### config.mk
export PLATFORM = sky130hd
export DESIGN_NAME = score_keeper_flat
export DESIGN_NICKNAME = d
export VERILOG_FILES = /design/src/rtl/score_keeper_if.sv /design/src/rtl/score_keeper.sv /design/src/flat_wrapper.sv
export SDC_FILE = /design/constraint.sdc
export NUM_CORES = 1
export LEC_CHECK = 0
export CORE_MARGIN = 1.5
export CORE_UTILIZATION = 44
export CTS_BUF_LIST = sky130_fd_sc_hd__clkbuf_4 sky130_fd_sc_hd__clkbuf_8
export DETAILED_ROUTE_END_ITERATION = 12
export PLACE_DENSITY = 0.77
export SLEW_MARGIN = 20
export SYNTH_ARGS = -nofsm -noshare
export SYNTH_HDL_FRONTEND = slang
export SYNTH_SLANG_ARGS = --single-unit
export TNS_END_PERCENT = 5
### constraint.sdc
create_clock -name clk -period 3.5 [get_ports clk]
set_clock_uncertainty 0.1 [all_clocks]
set_input_delay 0.7 -clock clk [delete_from_list [all_inputs] [get_ports clk]]
set_output_delay 0.7 -clock clk [all_outputs]
set_load 0.05 [all_outputs]
### src/rtl/score_keeper_if.sv
// Bundle between the ball/collision logic, the score keeper and the digit displays.
// The score keeper sits on the slave side. The game/test side drives through master.
interface score_keeper_if;
  logic       start;
  logic       point_p1;
  logic       point_p2;
  logic       frame_tick;
  logic [3:0] score_p1;
  logic [3:0] score_p2;
  logic       serve;
  logic       serve_dir;
  logic       game_over;
  logic [1:0] winner;

  modport slave (
    input  start, point_p1, point_p2, frame_tick,
    output score_p1, score_p2, serve, serve_dir, game_over, winner
  );

  modport master (
    output start, point_p1, point_p2, frame_tick,
    input  score_p1, score_p2, serve, serve_dir, game_over, winner
  );
endinterface

### src/rtl/score_keeper.sv
// Counts point events for both players and sequences the serve hold-off and game over.
// It republishes the scores to the digit displays once per frame.
module score_keeper #(
  parameter int MAX_SCORE      = 9,
  parameter int HOLDOFF_CYCLES = 16,
  parameter int CNT_W          = 5
) (
  input  logic          clk,
  input  logic          rst_n,
  score_keeper_if.slave bus_io
);

  typedef enum logic [1:0] {
    IDLE      = 2'd0,
    PLAY      = 2'd1,
    HOLDOFF   = 2'd2,
    GAME_OVER = 2'd3
  } state_e;

  localparam logic [3:0]       MaxScore = 4'(MAX_SCORE);
  localparam logic [CNT_W-1:0] HoldLast = CNT_W'(HOLDOFF_CYCLES - 1);

  state_e           state_q, state_d;
  logic [3:0]       scoreP1_q, scoreP1_d;
  logic [3:0]       scoreP2_q, scoreP2_d;
  logic [3:0]       shownP1_q, shownP2_q;
  logic [CNT_W-1:0] holdCnt_q, holdCnt_d;
  logic             serve_q, serve_d;
  logic             serveDir_q, serveDir_d;
  logic             gameOver_q, gameOver_d;
  logic [1:0]       winner_q, winner_d;
  logic             pointP1_q, pointP2_q;
  logic             eventP1, eventP2;
  logic [3:0]       incP1, incP2;

  // Ball logic holds the point level for many cycles, so only the rising edge counts.
  assign eventP1 = bus_io.point_p1 & ~pointP1_q;
  assign eventP2 = bus_io.point_p2 & ~pointP2_q;
  assign incP1   = (scoreP1_q >= MaxScore) ? MaxScore : scoreP1_q + 4'd1;
  assign incP2   = (scoreP2_q >= MaxScore) ? MaxScore : scoreP2_q + 4'd1;

  always_ff @(posedge clk or negedge rst_n) begin
    if (!rst_n) begin
      state_q    <= IDLE;
      scoreP1_q  <= 4'd0;
      scoreP2_q  <= 4'd0;
      holdCnt_q  <= '0;
      serve_q    <= 1'b0;
      serveDir_q <= 1'b0;
      gameOver_q <= 1'b0;
      winner_q   <= 2'b00;
      pointP1_q  <= 1'b0;
      pointP2_q  <= 1'b0;
    end else begin
      state_q    <= state_d;
      scoreP1_q  <= scoreP1_d;
      scoreP2_q  <= scoreP2_d;
      holdCnt_q  <= holdCnt_d;
      serve_q    <= serve_d;
      serveDir_q <= serveDir_d;
      gameOver_q <= gameOver_d;
      winner_q   <= winner_d;
      pointP1_q  <= bus_io.point_p1;
      pointP2_q  <= bus_io.point_p2;
    end
  end

  always_comb begin
    state_d    = state_q;
    scoreP1_d  = scoreP1_q;
    scoreP2_d  = scoreP2_q;
    holdCnt_d  = holdCnt_q;
    serve_d    = 1'b0;
    serveDir_d = serveDir_q;
    gameOver_d = gameOver_q;
    winner_d   = winner_q;

    unique case (state_q)
      IDLE: begin
        if (bus_io.start) begin
          scoreP1_d  = 4'd0;
          scoreP2_d  = 4'd0;
          serveDir_d = 1'b0;
          holdCnt_d  = '0;
          state_d    = HOLDOFF;
        end
      end

      PLAY: begin
        // A simultaneous double event is treated as a replay: no score, same receiver.
        if (eventP1 && eventP2) begin
          holdCnt_d = '0;
          state_d   = HOLDOFF;
        end else if (eventP1) begin
          scoreP1_d  = incP1;
          serveDir_d = 1'b1;
          holdCnt_d  = '0;
          if (incP1 == MaxScore) begin
            winner_d   = 2'b01;
            gameOver_d = 1'b1;
            state_d    = GAME_OVER;
          end else begin
            state_d = HOLDOFF;
          end
        end else if (eventP2) begin
          scoreP2_d  = incP2;
          serveDir_d = 1'b0;
          holdCnt_d  = '0;
          if (incP2 == MaxScore) begin
            winner_d   = 2'b10;
            gameOver_d = 1'b1;
            state_d    = GAME_OVER;
          end else begin
            state_d = HOLDOFF;
          end
        end
      end

      HOLDOFF: begin
        if (holdCnt_q == HoldLast) begin
          serve_d   = 1'b1;
          holdCnt_d = '0;
          state_d   = PLAY;
        end else begin
          holdCnt_d = holdCnt_q + 1'b1;
        end
      end

      GAME_OVER: begin
        if (bus_io.start) begin
          scoreP1_d  = 4'd0;
          scoreP2_d  = 4'd0;
          winner_d   = 2'b00;
          gameOver_d = 1'b0;
          holdCnt_d  = '0;
          state_d    = HOLDOFF;
        end
      end

      default: state_d = IDLE;
    endcase
  end

  // The display copy only moves on frame_tick, so a digit never changes mid-frame.
  always_ff @(posedge clk or negedge rst_n) begin
    if (!rst_n) begin
      shownP1_q <= 4'd0;
      shownP2_q <= 4'd0;
    end else if (bus_io.frame_tick) begin
      shownP1_q <= scoreP1_q;
      shownP2_q <= scoreP2_q;
    end
  end

  assign bus_io.score_p1  = shownP1_q;
  assign bus_io.score_p2  = shownP2_q;
  assign bus_io.serve     = serve_q;
  assign bus_io.serve_dir = serveDir_q;
  assign bus_io.game_over = gameOver_q;
  assign bus_io.winner    = winner_q;

endmodule

### src/flat_wrapper.sv
// flat-port wrapper written by rule: the top's interface ports become plain ports
module score_keeper_flat 
#(
  parameter int MAX_SCORE      = 9,
  parameter int HOLDOFF_CYCLES = 16,
  parameter int CNT_W          = 5
)
  (clk, rst_n, bus_io_start, bus_io_point_p1, bus_io_point_p2, bus_io_frame_tick, bus_io_score_p1, bus_io_score_p2, bus_io_serve, bus_io_serve_dir, bus_io_game_over, bus_io_winner);
  score_keeper_if bus_io_i ();
  input  logic clk;
  input  logic rst_n;
  input wire logic [$bits(bus_io_i.start)-1:0] bus_io_start;
  input wire logic [$bits(bus_io_i.point_p1)-1:0] bus_io_point_p1;
  input wire logic [$bits(bus_io_i.point_p2)-1:0] bus_io_point_p2;
  input wire logic [$bits(bus_io_i.frame_tick)-1:0] bus_io_frame_tick;
  output wire logic [$bits(bus_io_i.score_p1)-1:0] bus_io_score_p1;
  output wire logic [$bits(bus_io_i.score_p2)-1:0] bus_io_score_p2;
  output wire logic [$bits(bus_io_i.serve)-1:0] bus_io_serve;
  output wire logic [$bits(bus_io_i.serve_dir)-1:0] bus_io_serve_dir;
  output wire logic [$bits(bus_io_i.game_over)-1:0] bus_io_game_over;
  output wire logic [$bits(bus_io_i.winner)-1:0] bus_io_winner;
  assign bus_io_i.start = bus_io_start;
  assign bus_io_i.point_p1 = bus_io_point_p1;
  assign bus_io_i.point_p2 = bus_io_point_p2;
  assign bus_io_i.frame_tick = bus_io_frame_tick;
  assign bus_io_score_p1 = bus_io_i.score_p1;
  assign bus_io_score_p2 = bus_io_i.score_p2;
  assign bus_io_serve = bus_io_i.serve;
  assign bus_io_serve_dir = bus_io_i.serve_dir;
  assign bus_io_game_over = bus_io_i.game_over;
  assign bus_io_winner = bus_io_i.winner;
  score_keeper #(.MAX_SCORE(MAX_SCORE), .HOLDOFF_CYCLES(HOLDOFF_CYCLES), .CNT_W(CNT_W)) u_core (.clk(clk), .rst_n(rst_n), .bus_io(bus_io_i));
endmodule
== Word-level counts from Yosys, hierarchy flattened ==
Cells that the tools add are included.
Word-level totals
  flip-flop bits (word level): 30
  output and inout port bits: 13
Cells by class
  eq/ne operators: 18
  $add $sub $neg: 3
  bitwise gates (word level): 4
  muxes and demuxes: 44
  order comparisons: 2
  reduce and logical (&&, ||, !) cells: 12
Operators by type and width (number)
  4-bit two-way mux: 8
  5-bit two-way mux: 5
  2-bit two-way mux: 11
  4-bit case mux with 2 select lines: 2
  5-bit case mux with 3 select lines: 1
  1-bit two-way mux: 13
  4-bit by 1-bit adder with 4-bit output, second input constant: 2
  4-bit equality test, second input constant: 2
  4-bit >= comparator, second input constant: 2
  2-bit by 1-bit != test with 1-bit output, second input constant: 4
  2-bit != test, second input constant: 4
  4-bit AND reduction: 2
  3-bit by 1-bit != test with 1-bit output, second input constant: 2
  2-bit case mux with 3 select lines: 1
  6-bit AND reduction: 1
  2-bit nonzero test: 3
  5-bit by 1-bit adder with 5-bit output, second input constant: 1
  5-bit by 4-bit equality test with 1-bit output, second input constant: 1
  5-bit AND reduction: 1
  2-bit equality test, second input constant: 2
  4-bit by 1-bit != test with 1-bit output, second input constant: 1
  1-bit case mux with 2 select lines: 2
  2-bit case mux with 2 select lines: 1
  3-bit != test, second input constant: 1
  other kinds (8): 10

== Logic depth before layout (Yosys ltp) ==
Gate-level depths: netlist of the first run.
  depth after elaboration: 8
  gate-level depth with buffers: 8
  depth with buffers taken out: 7

== Least setup slack after synthesis of the first run ==
Ideal clock, no wire load.
  path kind: flip-flop to flip-flop
  start point: register u_core.scoreP2_q[0]
  end point: register u_core.winner_q[0], in the netlist u_core.bus_io.winner[0]
  period minus slack after synthesis: 1.976 ns
  setup time: 0.125 ns
  arrival: 1.751 ns
  required time: 3.275 ns
  slack: 1.524 ns
  stages on the path, launching flop included: 8
  path buffers: 0
  cells stage by stage: dfrtp_1 > inv_1 > ha_1 > inv_1 > o31ai_4 > a221oi_2 > o31ai_2 > mux2_4
Between the ends
  cells in the longest elaborated chain, start to end: 5
  elaborated cells between the ends (all ways): 6
Ends and longest elaborated chain
  from (decl): RTL line score_keeper.sv:25  | logic [3:0] scoreP2_q, scoreP2_d;
  from (signal assigned): RTL line score_keeper.sv:57  | scoreP2_q <= scoreP2_d;
  4-bit by 1-bit adder with 4-bit output or 4-bit >= comparator (tied branches): RTL line score_keeper.sv:40  | assign incP2 = (scoreP2_q >= MaxScore) ? MaxScore : scoreP2_q + 4'd1;
  4-bit two-way mux (*): RTL line score_keeper.sv:40
  4-bit equality test (*): RTL line score_keeper.sv:109  | if (incP2 == MaxScore) begin
  3-bit by 1-bit != test with 1-bit output (no line) (*)
  6-bit AND reduction (no line) (*)
  to (signal assigned): RTL line score_keeper.sv:62  | winner_q <= winner_d;
  to (decl): RTL line score_keeper.sv:31  | logic [1:0] winner_q, winner_d;
Every way passes the cells marked *; elsewhere a longest branch is shown, timed or not.
A chain may end at the register's enable or synchronous reset.

== Worst setup path after layout of the first run ==
  start point: input port bus_io_point_p1
  end point: register u_core.winner_q[0], in the netlist u_core.bus_io.winner[0]
Between the ends
  cells in the longest elaborated chain, start to end: 4
  elaborated cells between the ends (all ways): 10
Ends and longest elaborated chain
  from (decl): RTL line flat_wrapper.sv:13  | input wire logic [$bits(bus_io_i.point_p1)-1:0] bus_io_point_p1;
  1-bit AND (*): RTL line score_keeper.sv:37  | assign eventP1 = bus_io.point_p1 & ~pointP1_q;
  2-bit two-way mux or 1-bit logical AND (tied branches): RTL line score_keeper.sv:94, score_keeper.sv:91
  2-bit two-way mux or 2-bit != test (tied branches)
  2-bit case mux with 2 select lines or 6-bit AND reduction (tied branches)
Every way passes the cells marked *; elsewhere a longest branch is shown, timed or not. The select of a mux whose other input is x is not followed.

==> flow_summary.json, run 1 <==
{
  "post_synth_inst_count": 157,
  "muxShareOfSynthArea": 0.0919,
  "area_growth_pct": 19.5,
  "total_power_mw": 1.77,
  "drt_wl_total_mm": 3.15,
  "synth-compound-area-share": 0.170,
  "leakage_nw": 0.886,
  "synth.avg_cell_area_um2": 10.4,
  "ys_warn_count": 0,
  "dp_hpwl_mm": 2.31,
  "synth-xor-area-share": 0,
  "critPathCaptureType": "flop",
  "fin_ws_ns": 1.18,
  "design_area_um2": 1950,
  "synth.top_cells.by_area": "sky130_fd_sc_hd__dfrtp_1 46%, sky130_fd_sc_hd__ha_1 10%, sky130_fd_sc_hd__mux2_2 5.5%",
  "path_clk_slew_ns": 0.06,
  "cts-htree-levels": 2,
  "grt_util_met3": 0.0370,
  "seq_area_frac_synth": 0.459,
  "antenna_cells_inserted": 0,
  "firstDrtPassIters": 4,
  "worst-slew-pin-transition_ns": 0.495,
  "preCtsSetupSlack_ns": 0.893,
  "report.final.slew_viol_count": 0,
  "worstPathRequired_ns": 3.57,
  "placement.cell_area_um2": 1860,
  "final_setup_tns_ns": 0,
  "ctsRootBufferMaster": "sky130_fd_sc_hd__clkbuf_8",
  "worstSkewPairLatency_ns": 0.28,
  "grt_use_met1": 0.233,
  "tritoncts_clock_tree": "done",
  "post-route-period-util": 0.664,
  "grt_use_met2": 0.284,
  "num-fill-cells": 312,
  "io-pin-count": 19,
  "ff_latch_count_synth": 30,
  "synth_top_family_by_area": "compound AO/OA/AOI/OAI gates",
  "worstSetupPathType": "input port to flop",
  "die_w_um": 63.9,
  "vias_per_cell": 5.42,
  "finish.cell_count_without_fillers": 225,
  "die_y_um": 63.9,
  "globalRouteTotalUtil": 0.179,
  "placement_rows": 21,
  "synth_nets": 176,
  "timing.final.crit_period_ns": 2.32,
  "holdWs_ns": 0.393,
  "achievable-frequency_mhz": 430,
  "synthDistinctLibCells": 38,
  "slew_headroom": 0.669,
  "post_synth_and_or_nand_nor_area_fraction": 0.141,
  "cts_inserted_buffers": 5,
  "initial_detailed_routing_violation_count": 74,
  "finish.net_count": 197,
  "setup_repair_after_global_routing_missed_its_margin": "false",
  "worst_setup_path_start_kind": "input port",
  "maximum_number_of_pins_on_one_net_before_global_route_repair": 31,
  "start_util": 0.475,
  "drive_above_1_share": 0.123,
  "antenna_found_initial": 0,
  "vdd_drop_max_mv": 0.453,
  "finish.utilization": 0.567,
  "die-area_um2": 4090,
  "max_cap_violations": 0,
  "dpl.cell_count": 217,
  "hold_path_class": "flop to flop",
  "via_count": 1219,
  "grt_pass1_wl_mm": 5.68,
  "core_um2": 3440,
  "total_power_divided_by_cell_area_nw_per_um2": 904,
  "worstPathMaxFanout": 4,
  "drc": 0,
  "hold_viol_final": 0,
  "grt_pass1_vias": 1232,
  "setup-violations-final": 0,
  "place.gp.congestion": 0.812,
  "cts_post_setup_buffers_inserted": 0,
  "cts_resized": 0,
  "crit_arrival_ns": 2.39,
  "post_synth_design_cell_area_um2": 1630,
  "numClockSinks": 30,
  "port_buffers": 18,
  "synth.largest_area_cell": "sky130_fd_sc_hd__dfrtp_1",
  "yosys.area_share.adder": 0.0995,
  "netlist.area_leader.share": 0.459,
  "post_cts_hold_buffer_count": 0,
  "outcome": "finished, final reports clean",
  "grt-busiest-layer": "met2",
  "overflow": 0,
  "clock_tree.buffer_depth": 2,
  "detail_route.wl_per_cell_um": 14.0,
  "drt.antenna.violating_nets": 0
}
-- sequential cells by signal (all words and copies together), names as in the netlist --
| name | cells |
|---|---|
| u_core.bus_io.game_over | 1 |
| u_core.bus_io.score_p1 | 4 |
| u_core.bus_io.score_p2 | 4 |
| u_core.bus_io.serve | 1 |
| u_core.bus_io.serve_dir | 1 |
| u_core.bus_io.winner | 2 |
| u_core.holdCnt_q | 5 |
| u_core.pointP1_q | 1 |
| u_core.pointP2_q | 1 |
| u_core.scoreP1_q | 4 |
| u_core.scoreP2_q | 4 |
| u_core.state_q | 2 |
-- Yosys cell counts --
| master | count |
|---|---|
| sky130_fd_sc_hd__nor3b_1 | 1 |
| sky130_fd_sc_hd__o31ai_4 | 1 |
| sky130_fd_sc_hd__o21ai_0 | 6 |
| sky130_fd_sc_hd__buf_2 | 2 |
| sky130_fd_sc_hd__clkbuf_1 | 3 |
| sky130_fd_sc_hd__nand2_1 | 14 |
| sky130_fd_sc_hd__a21oi_1 | 6 |
| sky130_fd_sc_hd__a31oi_1 | 3 |
| sky130_fd_sc_hd__nand2b_1 | 6 |
| sky130_fd_sc_hd__ha_1 | 13 |
| sky130_fd_sc_hd__a211o_1 | 1 |
| sky130_fd_sc_hd__and2_1 | 1 |
| sky130_fd_sc_hd__o31ai_2 | 1 |
| sky130_fd_sc_hd__inv_1 | 11 |
| sky130_fd_sc_hd__mux2_4 | 2 |
| sky130_fd_sc_hd__a22o_1 | 1 |
| sky130_fd_sc_hd__nand3_1 | 4 |
| sky130_fd_sc_hd__and2b_1 | 1 |
| sky130_fd_sc_hd__a31o_1 | 1 |
| sky130_fd_sc_hd__o221ai_1 | 2 |
| sky130_fd_sc_hd__nor2b_1 | 5 |
| sky130_fd_sc_hd__or2_1 | 1 |
| sky130_fd_sc_hd__o31ai_1 | 3 |
| sky130_fd_sc_hd__a32o_1 | 1 |
| sky130_fd_sc_hd__o21bai_1 | 1 |
| sky130_fd_sc_hd__a221oi_2 | 1 |
| sky130_fd_sc_hd__nand3b_1 | 1 |
| sky130_fd_sc_hd__mux2_2 | 8 |
| sky130_fd_sc_hd__nand4_1 | 1 |
| sky130_fd_sc_hd__dfrtp_1 | 30 |
| sky130_fd_sc_hd__a22oi_1 | 2 |
| sky130_fd_sc_hd__nor2_1 | 11 |
| sky130_fd_sc_hd__o2bb2ai_1 | 1 |
| sky130_fd_sc_hd__o21ai_1 | 5 |
| sky130_fd_sc_hd__mux2i_1 | 3 |
| sky130_fd_sc_hd__o22a_1 | 1 |
| sky130_fd_sc_hd__a41oi_1 | 1 |
| sky130_fd_sc_hd__nor4_1 | 1 |
-- report_power, final --
part	switching (mW)	internal (mW)	total [mW]	leakage, nW
clock network	0.126	0.166	0.292	0.0517
logic	0.560	0.349	0.908	0.446
registers	0.107	0.458	0.565	0.388
-- critical path, stage by stage --
cell                              delay, ns
sky130_fd_sc_hd__clkdlybuf4s50_1       0.51
sky130_fd_sc_hd__nor2b_1               0.32
sky130_fd_sc_hd__a221oi_2              0.09
sky130_fd_sc_hd__o31ai_2               0.43
sky130_fd_sc_hd__mux2_4                0.34
-- area by class of cell --
| type | count | area [µm²] | share of cell area |
|---|---|---|---|
| multi-input cells | 111 | 821 | 0.420 |
| flip-flops and latches | 30 | 751 | 0.384 |
| repair buffers | 19 | 188 | 0.0961 |
| clock buffers | 7 | 90.1 | 0.0461 |
| well taps | 46 | 57.6 | 0.0295 |
| inverters | 11 | 41.3 | 0.0211 |
| clock inverters | 1 | 5.00 | 0.00256 |
-- kinds of logic after synthesis --
kind of cell,after synthesis
AOI/OAI and AO/OA,38
DFF,30
muxes,13
adders and majority gates,13
and+or+nand+nor,47
buffers and inverters,16
-- cell usage in the layout, fill, tap and decap left out, types with 2 or more instances in the layout --
| master | instances |
|---|---|
| sky130_fd_sc_hd__a31oi_1 | 3 |
| sky130_fd_sc_hd__nand2b_1 | 6 |
| sky130_fd_sc_hd__o21ai_1 | 5 |
| sky130_fd_sc_hd__inv_1 | 11 |
| sky130_fd_sc_hd__mux2_4 | 2 |
| sky130_fd_sc_hd__clkdlybuf4s50_1 | 18 |
| sky130_fd_sc_hd__o221ai_1 | 2 |
| sky130_fd_sc_hd__nand2_1 | 14 |
| sky130_fd_sc_hd__o21ai_0 | 6 |
| sky130_fd_sc_hd__a22oi_1 | 2 |
| sky130_fd_sc_hd__nor2b_1 | 5 |
| sky130_fd_sc_hd__nand3_1 | 4 |
| sky130_fd_sc_hd__o31ai_1 | 3 |
| sky130_fd_sc_hd__mux2i_1 | 3 |
| sky130_fd_sc_hd__ha_1 | 13 |
| sky130_fd_sc_hd__nor2_1 | 11 |
| sky130_fd_sc_hd__dfrtp_1 | 30 |
| sky130_fd_sc_hd__mux2_2 | 8 |
| sky130_fd_sc_hd__clkbuf_8 | 6 |
| sky130_fd_sc_hd__a21oi_1 | 6 |
-- path summary, 6_finish.rpt --
path	from	endpoint	slack, ns	depth (start not counted)
max	bus_io_point_p1	u_core.bus_io.winner[0]	1.18	5
min	u_core.holdCnt_q[3]	u_core.holdCnt_q[3]	0.39	1
max reg2reg	u_core.scoreP1_q[0]	u_core.bus_io.winner[0]	1.25	7
min reg2reg	u_core.holdCnt_q[3]	u_core.holdCnt_q[3]	0.39	1
max in group asynchronous	rst_n	u_core.bus_io.serve	2.31	2
min in group asynchronous	rst_n	u_core.scoreP2_q[1]	0.71	2
-- layer usage --
metal  vias to the layer above  wire length [µm]
met2                        30              1580
met1                       591              1420
met5                         -                 0
met4                         0                12
li1                        596                 -
met3                         2               127
(Power assumes the default switching activity.)
==> inputs of run 2 (changes only) <==
Clock period 3.5 ns to 2.4 ns, I/O delays scaled along.
==> run 2 against run 1 <==
Compared with the run above: via count increased by 1.6%; register-to-register slack worse by 1.1 ns; global-route usage is 0.55 points lower; count of clock-buffer cells in the layout down 2; clock power up 32%; non-clock buffer count increased by 1; flip-flop and latch count unchanged; combinational power up 48%; total power increased by 44%; sequential share of layout area is 0.17 points higher.
==> flow_summary.json, run 2 (synthesis results as in run 1) <==
{
  "drc": 0,
  "power.switching_mw": 1.16,
  "place.gp.congestion": 0.787,
  "antenna_found_initial": 0,
  "switching_share": 0.455,
  "outcome": "finished, final reports clean",
  "setup_repair_after_global_routing_missed_its_margin": "false",
  "top_layer_used": "met4",
  "final_setup_tns_ns": 0,
  "vias_per_cell": 5.51,
  "wl_met2_mm": 1.62,
  "clock_tree.buffer_depth": 2,
  "achievable-frequency_mhz": 444,
  "rr_startpoint": "u_core.scoreP1_q[0]",
  "relative_contribution_of_the_clock_network_to_total_power": 0.151,
  "total_power_divided_by_cell_area_nw_per_um2": 1310,
  "start_util": 0.475,
  "vdd_drop_max_mv": 0.689,
  "drt.antenna.violating_nets": 0,
  "critPathCaptureType": "flop",
  "holdPathStages": 1,
  "met3_length_um": 154,
  "largest_register_ffs": 5,
  "worst_setup_path_startpoint": "u_core.scoreP1_q[0]",
  "finish.net_count": 198,
  "fin_ws_ns": 0.145,
  "ctsRootBufferMaster": "sky130_fd_sc_hd__clkbuf_8",
  "path_clk_slew_ns": 0.06,
  "combPwrFrac": 0.525,
  "worst_setup_path_start_kind": "flop",
  "min-delay-start": "u_core.holdCnt_q[3]",
  "share_of_total_power_in_sequential_cells": 0.324,
  "min_to": "u_core.holdCnt_q[3]",
  "cts_post_setup_buffers_inserted": 0,
  "tritoncts_clock_tree": "done",
  "leakage_nw": 0.883,
  "post_cts_hold_buffer_count": 0,
  "worstPathRequired_ns": 2.47,
  "area_growth_pct": 19.0,
  "die_w_um": 63.9,
  "detail_route.wl_per_cell_um": 13.9,
  "worst-r2r-setup-slack_ns": 0.15,
  "grt_pass1_vias": 1199,
  "maximum_number_of_pins_on_one_net_before_global_route_repair": 31,
  "timing.final.crit_period_ns": 2.25,
  "grt_pass1_wl_mm": 5.40,
  "die_y_um": 63.9,
  "placement_rows": 21,
  "design_area_um2": 1940,
  "max_cap_violations": 0,
  "worstPathMaxFanout": 8,
  "setup-violations-final": 0,
  "worstSkewPairLatency_ns": 0.29,
  "commonest_non_fill_non_tap_cell_in_the_layout": "sky130_fd_sc_hd__dfrtp_1",
  "io-pin-count": 19,
  "core_um2": 3440,
  "worstSetupPathType": "flop to flop",
  "finish.utilization": 0.565,
  "initial_detailed_routing_violation_count": 77,
  "overflow": 0,
  "numClockSinks": 30,
  "firstDrtPassIters": 4,
  "port_buffers": 18,
  "holdWs_ns": 0.394,
  "worstReg2RegEnd": "u_core.bus_io.winner[1]",
  "crit_arrival_ns": 2.33,
  "drt_wl_total_mm": 3.13,
  "globalRouteTotalUtil": 0.173,
  "cts_resized": 0,
  "worst-slew-pin-transition_ns": 0.493,
  "slew_headroom": 0.668,
  "dp_hpwl_mm": 2.29,
  "antenna_cells_inserted": 0,
  "num-fill-cells": 298,
  "cts_inserted_buffers": 5,
  "largest_register": "u_core.holdCnt_q",
  "final_cell_mix": "30 x sky130_fd_sc_hd__dfrtp_1, 18 x sky130_fd_sc_hd__clkdlybuf4s50_1, 14 x sky130_fd_sc_hd__nand2_1",
  "finish.cell_count_without_fillers": 225,
  "power.internal_mw": 1.39,
  "report.final.slew_viol_count": 0,
  "dpl.cell_count": 218,
  "post-route-period-util": 0.939,
  "die-area_um2": 4090,
  "reg2regPathDepth": 7,
  "preCtsSetupSlack_ns": 0.0146,
  "total_power_mw": 2.55,
  "drive_above_1_share": 0.123,
  "via_count": 1239,
  "hold_path_class": "flop to flop",
  "placement.cell_area_um2": 1870,
  "cts-htree-levels": 2,
  "wl_met1_mm": 1.31,
  "hold_viol_final": 0
}
-- run 2: final cells by class --
cell class / instances / area [µm²] / area share
repair buffers: 20 / 195 / 0.100
multi-input cells: 111 / 821 / 0.422
clock buffers: 5 / 68.8 / 0.0354
inverters: 11 / 41.3 / 0.0212
clock inverters: 2 / 10.0 / 0.00515
well taps: 46 / 57.6 / 0.0296
flip-flops and latches: 30 / 751 / 0.386
-- run 2: power by group through the flow --
| stage | clock network [mW] | logic (mW) | registers [mW] |
|---|---|---|---|
| 2_1_floorplan | 0 | 0.739 | 1.06 |
| 3_3_place_gp | 0 | 1.30 | 0.822 |
| 3_5_place_dp | 0 | 1.34 | 0.838 |
| 4_1_cts | 0.395 | 1.35 | 0.830 |
| 5_1_grt | 0.425 | 1.47 | 0.856 |
| 6_report | 0.384 | 1.34 | 0.826 |
-- run 2: worst max-delay path by stage --
stage,to,slack [ns],cells after the start
finish,u_core.bus_io.winner[1],0.15,7
global placement,u_core.bus_io.winner[0],0.12,5
global route,u_core.bus_io.winner[1],0.005,7
CTS,u_core.bus_io.winner[1],0.14,7
detailed placement,u_core.bus_io.winner[1],0.01,5
floorplan,u_core.bus_io.winner[0],0.42,7
-- run 2: worst max-delay path: stages, from the launching register on --
cell	delay, ns
sky130_fd_sc_hd__dfrtp_1	0.49
sky130_fd_sc_hd__inv_1	0.11
sky130_fd_sc_hd__ha_1	0.32
sky130_fd_sc_hd__o2bb2ai_1	0.13
sky130_fd_sc_hd__a22oi_1	0.08
sky130_fd_sc_hd__nor4_1	0.39
sky130_fd_sc_hd__o31ai_2	0.18
sky130_fd_sc_hd__mux2_4	0.33
-- run 2: routing by layer --
metal / GRT usage / up-vias
met3: 0.0475 / 4
met5: 0 / -
met4: 0.0652 / 0
met1: 0.217 / 602
met2: 0.284 / 39
li1: - / 594
